$ cat src/rtl/uart_rx.sv
// uart_rx: receives 8-data, even-parity, 1-stop UART frames from the rx1 line.
// The line is oversampled with clk. Bits are sampled mid-period, timed from the start edge.
module uart_rx #(
  parameter int CLKS_PER_BIT = 16
) (
  input  logic       clk,
  input  logic       reset,
  input  logic       rx1,
  output logic [7:0] data_out,
  output logic       data_valid,
  output logic       parity_error,
  output logic       frame_error,
  output logic       busy
);

  localparam int H  = CLKS_PER_BIT / 2;
  localparam int CW = $clog2(CLKS_PER_BIT);
  localparam logic [CW-1:0] CNT_HALF = CW'(H - 1);
  localparam logic [CW-1:0] CNT_LAST = CW'(CLKS_PER_BIT - 1);

  typedef enum logic [2:0] {
    S_IDLE,
    S_START,
    S_DATA,
    S_PARITY,
    S_STOP
  } state_t;

  state_t          r_state;
  logic            r_sync;
  logic            r_rx_s;
  logic            r_rx_d;
  logic [CW-1:0]   r_cnt;
  logic [2:0]      r_bit_idx;
  logic [7:0]      r_shift;
  logic            r_parity;
  logic [7:0]      r_data_out;
  logic            r_data_valid;
  logic            r_parity_error;
  logic            r_frame_error;
  logic            r_busy;

  logic            w_fall;
  logic            w_sample;

  assign w_fall   = r_rx_d & ~r_rx_s;
  assign w_sample = (r_cnt == CNT_LAST);

  always_ff @(posedge clk) begin
    if (reset) begin
      // Synchronizer resets to the idle level so no false start edge appears.
      r_sync         <= 1'b1;
      r_rx_s         <= 1'b1;
      r_rx_d         <= 1'b1;
      r_state        <= S_IDLE;
      r_cnt          <= '0;
      r_bit_idx      <= 3'd0;
      r_shift        <= 8'h00;
      r_parity       <= 1'b0;
      r_data_out     <= 8'h00;
      r_data_valid   <= 1'b0;
      r_parity_error <= 1'b0;
      r_frame_error  <= 1'b0;
      r_busy         <= 1'b0;
    end else begin
      r_sync         <= rx1;
      r_rx_s         <= r_sync;
      r_rx_d         <= r_rx_s;
      r_data_valid   <= 1'b0;
      r_parity_error <= 1'b0;
      r_frame_error  <= 1'b0;

      case (r_state)
        S_IDLE: begin
          if (w_fall) begin
            r_state <= S_START;
            r_cnt   <= '0;
            r_busy  <= 1'b1;
          end
        end

        S_START: begin
          if (r_cnt == CNT_HALF) begin
            r_cnt <= '0;
            if (r_rx_s) begin
              r_state <= S_IDLE;
              r_busy  <= 1'b0;
            end else begin
              r_state   <= S_DATA;
              r_bit_idx <= 3'd0;
            end
          end else begin
            r_cnt <= r_cnt + CW'(1);
          end
        end

        S_DATA: begin
          if (w_sample) begin
            r_cnt              <= '0;
            r_shift[r_bit_idx] <= r_rx_s;
            r_bit_idx          <= r_bit_idx + 3'd1;
            if (r_bit_idx == 3'd7) begin
              r_state <= S_PARITY;
            end
          end else begin
            r_cnt <= r_cnt + CW'(1);
          end
        end

        S_PARITY: begin
          if (w_sample) begin
            r_cnt    <= '0;
            r_parity <= r_rx_s;
            r_state  <= S_STOP;
          end else begin
            r_cnt <= r_cnt + CW'(1);
          end
        end

        S_STOP: begin
          if (w_sample) begin
            // The byte is presented even on a framing error; only the strobes differ.
            r_cnt          <= '0;
            r_data_out     <= r_shift;
            r_data_valid   <= r_rx_s;
            r_parity_error <= r_rx_s & (r_parity ^ (^r_shift));
            r_frame_error  <= ~r_rx_s;
            r_state        <= S_IDLE;
            r_busy         <= 1'b0;
          end else begin
            r_cnt <= r_cnt + CW'(1);
          end
        end

        default: begin
          r_state <= S_IDLE;
          r_busy  <= 1'b0;
        end
      endcase
    end
  end

  assign data_out     = r_data_out;
  assign data_valid   = r_data_valid;
  assign parity_error = r_parity_error;
  assign frame_error  = r_frame_error;
  assign busy         = r_busy;

endmodule

$ cat config.mk
export PLATFORM = sky130hd
export DESIGN_NAME = uart_rx
export DESIGN_NICKNAME = d
export VERILOG_FILES = /design/src/rtl/uart_rx.sv
export SDC_FILE = /design/constraint.sdc
export NUM_CORES = 1
export LEC_CHECK = 0
export ABC_AREA = 1
export CORE_AREA = 5 5 76 78
export DETAILED_ROUTE_END_ITERATION = 10
export DIE_AREA = 0 0 81 83
export PLACE_DENSITY = 0.55
export SLEW_MARGIN = 20
export SYNTH_ARGS = -nofsm -noshare
export SYNTH_HDL_FRONTEND = slang
export SYNTH_SLANG_ARGS = --single-unit
$ cat constraint.sdc
create_clock -name clk -period 1.76 [get_ports clk]
set_clock_uncertainty 0.2 [all_clocks]
set_input_delay 0.352 -clock clk [delete_from_list [all_inputs] [get_ports clk]]
set_output_delay 0.352 -clock clk [all_outputs]
set_load 0.05 [all_outputs]
==> out/results.tsv, run 1 <==
metric	value	unit
outcome	complete, no violations	
placed_area	2136	um^2
pin_count	15	
critPathRequiredTime	1.74	ns
synth-seq-area-share	0.3783	
wl_met3	138	um
cp_slowest_cell	dfxtp_1	
fin_nets	290	
worstPathArrival	1.61	ns
wire_per_inst	10.85	um
wl	3851	um
port_buffers	14	
crit_type	reg -> reg	
grt_overflow	0	
grt_max_degree	25	
crit_path_frequent_cell	nor2_1	
setup_viol	0	
fin_crit_sh	0.9244	
drive_gt1_frac	0.1719	
synth_area_leaders	dfxtp_1, nand2_1, inv_1	
tightest_slew	0.2440	ns
rows	26	
htree_levels	2	
power.leakage	1.087	nW
antenna_left	0	
post-route-drc-count	0	
cts_buffers	5	
period_needed	1.627	ns
area_growth	25.66	%
n_antenna_cell	0	
floorplan.die_area	6723	um^2
drtIter0Drc	106	
min_path_type	reg -> reg	
synth_top_area_frac	0.3783	
power_density	933.7	nW/um^2
wl_met2	1725	um
postCtsHoldBufs	0	
cts-root-buf	clkbuf_8	
grt_pass1_vias	1529	
synth_area	1799	um^2
yosys_warnings	0	
avgViaCountPerCell	4.513	
netlist-cell-type-count	25	
start_util	0.3591	
coreArea	5010	um^2
die_y	83	um
antenna_found_initial	0	
multiInputGateArea	958.4	um^2
slew_headroom	0.8371	
avgSynthCellArea	6.841	um^2
hold_violations	0	
rsz0062_at_grt	false	
final-seq-area	681.9	um^2
preCtsSetupSlack	0.08252	ns
maxCapViolCount	0	
clk_pin_slew	0.07	ns
clock-sinks	34	
critPathMaxFanout	3	
setup_slack	0.1330	ns
place_congestion	0.8154	
drt-pass1-iter-count	5	
met1Wirelength	1925	um
finalSetupTns	0	ns
vdd_ir_drop_max	450.9	uV
max_stage_delay	0.39	ns
cts_tree	yes	
holdWs	0.2154	ns
yosysTopAreaCell	dfxtp_1	
synthesis.nets	269	
die_w	81	um
slew_violations	0	
num-fill-cells	538	
netlist_instances	263	
final_cell_area	2261	um^2
insertion_delay	0.29	ns
clk_path_buf_depth	2	
ys_ff_latch	34	
place_hpwl	2774	um
crit_path_end_kind	register	
fmax	614.6	MHz
grt_first_pass_wirelength	6824	um
grtUsageTotal	0.1272	
startpoint_type	register	
crit_chain	ha_4 > nand2_1 > nor2_1 > nor2_1 > nor2_2 > nand3_2 > o21ai_0 > inv_1	
vias	1602	
dr.max_layer_used	met4	
## layer usage
metal	vias up	global-route usage
li1	866	-
met3	6	0.03247
met2	20	0.1972
met5	-	0
met4	0	0.04608
met1	710	0.1681
## logic make-up after synthesis
kind of cell,after synthesis,synth area share
DFF,34,0.3783
and+or+nand+nor,147,0.3929
adders and majority gates,3,0.02086
AOI/OAI and AO/OA,37,0.1106
buffers and inverters,42,0.09736
## per-stage QoR
stage	instances	power, mW	utilization
after floorplan	263	1.247	-
after global placement	347	1.391	0.4263
after detailed placement	347	1.389	0.4263
after CTS	355	2.111	0.4481
after global routing	355	2.236	0.4513
final	355	2.111	0.4513
## sequential cells by signal, indices dropped and copies added (netlist names), 3 cells and up
register   cells
r_bit_idx      3
r_shift        8
r_cnt          4
r_state        3
data_out       8
## placed cells by master, fill, tap and decap left out, drive strengths merged
master / n
dfxtp: 34
bufinv: 1
clkbuf: 5
o211ai: 1
or2: 3
nand4: 1
a21oi: 16
o21ai: 20
buf: 17
nor2: 38
ha: 3
clkdlybuf4s50: 2
nand2: 80
nand3: 15
inv: 37
nor3: 10
clkinv: 2
## synth_stat cells, drive strengths merged
library cell / instances
nand2: 80
nor2: 38
inv: 37
dfxtp: 34
o21ai: 20
a21oi: 16
nand3: 15
nor3: 10
buf: 5
ha: 3
or2: 3
nand4: 1
o211ai: 1
## what timing repair did
action                                  CTS  global route
gates resized for setup                   0             4
endpoints found under the setup margin    0            16
setup buffers                             0             0
## worst max-delay path, delay by kind of cell (launching register included)
family                     cells  cell delay (ns)
and+or+nand+nor                5             0.55
DFF                            1             0.39
AOI/OAI and AO/OA              1             0.15
adders and majority gates      1             0.18
buffers and inverters          1             0.06
## layout make-up
class,count,area share
multi-input combinational,187,0.4239
sequential,34,0.3016
timing repair buffer,19,0.1262
inverter,37,0.06143
tap,70,0.03874
clock buffer,5,0.03044
clock inverter,3,0.01771
## report_power, final
| group | leakage (nW) | internal (mW) | switching [mW] |
|---|---|---|---|
| Combinational | 0.753 | 0.188 | 0.333 |
| Sequential | 0.276 | 0.813 | 0.0579 |
| Clock | 0.0579 | 0.417 | 0.302 |
## worst paths after layout
check	slack, ns	depth (start not counted)	start	end
setup / recovery	0.13	8	r_cnt[0]	r_state[1]
hold / removal	0.22	1	r_sync	r_rx_s
setup reg to reg	0.13	8	r_cnt[0]	r_state[1]
hold reg to reg	0.22	1	r_sync	r_rx_s
No activity file was read; power rests on OpenSTA's default activity.
==> run 2, diff against run 1 <==
--- a/config.mk
+++ b/config.mk
@@ -6,11 +6,10 @@
 export NUM_CORES = 1
 export LEC_CHECK = 0
 export ABC_AREA = 1
-export CORE_AREA = 5 5 76 78
+export CORE_AREA = 5 5 83 85
 export DETAILED_ROUTE_END_ITERATION = 10
-export DIE_AREA = 0 0 81 83
-export PLACE_DENSITY = 0.55
-export SLEW_MARGIN = 20
+export DIE_AREA = 0 0 88 90
+export PLACE_DENSITY = 0.48
 export SYNTH_ARGS = -nofsm -noshare
 export SYNTH_HDL_FRONTEND = slang
 export SYNTH_SLANG_ARGS = --single-unit
==> out/results.tsv, run 2 (same netlist as run 1, synthesis figures left out) <==
metric	value	unit
wl	3701	um
tightest_slew	0.2658	ns
slew_headroom	0.8225	
power.leakage	1.090	nW
rows	29	
outcome	complete, no violations	
preCtsSetupSlack	0.07093	ns
max_stage_delay	0.35	ns
drtIter0Drc	67	
hp-start	r_sync	
total_power	1.968	mW
drive_gt1_frac	0.1742	
setup_viol	0	
period_needed	1.609	ns
cts-root-buf	clkbuf_8	
cts_tree	yes	
num-fill-cells	636	
vdd_ir_drop_max	250.9	uV
grt_pass1_vias	1434	
vias	1602	
crit_path_end_kind	register	
power_density	867.0	nW/um^2
maxCapViolCount	0	
clk_path_buf_depth	2	
finalSetupTns	0	ns
min_delay_worst_endpoint	r_rx_s	
final-seq-area	681.9	um^2
hold_violations	0	
setup_slack	0.1508	ns
rsz0062_at_grt	false	
fmax	621.4	MHz
pin_count	15	
cts_buffers	5	
crit_type	reg -> reg	
drt-pass1-iter-count	4	
holdWs	0.2095	ns
htree_levels	2	
start_util	0.2934	
min_path_cells	1	
grt_overflow	0	
place_congestion	0.8001	
place_hpwl	2794	um
die_y	90	um
crit_chain	ha_2 > nand2_1 > nor2_1 > nor2_1 > nor2_2 > nand3_2 > o21ai_0 > inv_1	
postCtsHoldBufs	0	
r2r-end	r_state[1]	
coreArea	6132	um^2
final_cell_mix	nand2_1, inv_1, dfxtp_1	
avgViaCountPerCell	4.401	
clk_pin_slew	0.07	ns
multiInputGateArea	948.4	um^2
wire_per_inst	10.17	um
floorplan.die_area	7920	um^2
r2r_slack	0.15	ns
fin_crit_sh	0.9143	
cp_slowest_cell	dfxtp_2	
critPathMaxFanout	4	
critPathRequiredTime	1.74	ns
startpoint_type	register	
port_buffers	14	
post-route-drc-count	0	
n_antenna_cell	0	
insertion_delay	0.29	ns
antenna_found_initial	0	
grt_max_degree	25	
fin_nets	292	
fin_util	0.3701	
grtUsageTotal	0.1021	
die_w	88	um
grt_first_pass_wirelength	6465	um
area_growth	26.15	%
final_common_cell	nand2_1	
worstPathArrival	1.59	ns
min_path_type	reg -> reg	
slew_violations	0	
reg2reg_from	r_cnt[0]	
crit_path_frequent_cell	nor2_1	
antenna_left	0	
reg2reg_depth	8	
clock-sinks	34	
[run 2: how the worst max path moves through the flow]
stage                      start            to
floorplan               r_cnt[0]    r_state[1]
global placement        r_cnt[0]  parity_error
detailed placement      r_cnt[0]    r_state[1]
CTS                     r_cnt[0]    r_state[1]
global route        r_bit_idx[1]    r_state[1]
finish                  r_cnt[0]    r_state[1]
[run 2: layer usage]
layer | vias up | global-route usage | part of all wire
met5 | - | 0 | 0
li1 | 867 | - | -
met3 | 5 | 0.03016 | 0.036
met1 | 711 | 0.1418 | 0.52
met4 | 0 | 0.04220 | 0.018
met2 | 19 | 0.1451 | 0.43
[run 2: power breakdown]
part	switching [mW]	internal (mW)
sequential	0.0515	0.814
clock	0.285	0.316
combinational	0.322	0.181
[run 2: per-stage QoR]
step | cell area (um^2) | std cells
global route | 2270 | 364
finish | 2270 | 364
global placement | 2152 | 355
detailed placement | 2152 | 355
CTS | 2243 | 363
floorplan | 1799 | 263
[run 2: critical path: cells and delay by family (launching register included)]
| family | cells | cell delay, ns |
|---|---|---|
| and+or+nand+nor | 5 | 0.53 |
| buffers and inverters | 1 | 0.06 |
| DFF | 1 | 0.35 |
| adders and majority gates | 1 | 0.22 |
| AOI/OAI and AO/OA | 1 | 0.15 |
[run 2: area by class of cell]
| cell class | count | share of cell area |
|---|---|---|
| multi-input combinational | 187 | 0.4179 |
| tap | 77 | 0.04245 |
| timing repair buffer | 21 | 0.1378 |
| clock inverter | 1 | 0.002205 |
| clock buffer | 7 | 0.03804 |
| inverter | 37 | 0.06119 |
| sequential | 34 | 0.3004 |
[run 2: timing repair]
| action | in CTS | in global routing |
|---|---|---|
| endpoints found under the setup margin | 0 | 10 |
| gates resized for setup | 0 | 4 |
| setup buffers | 0 | 1 |
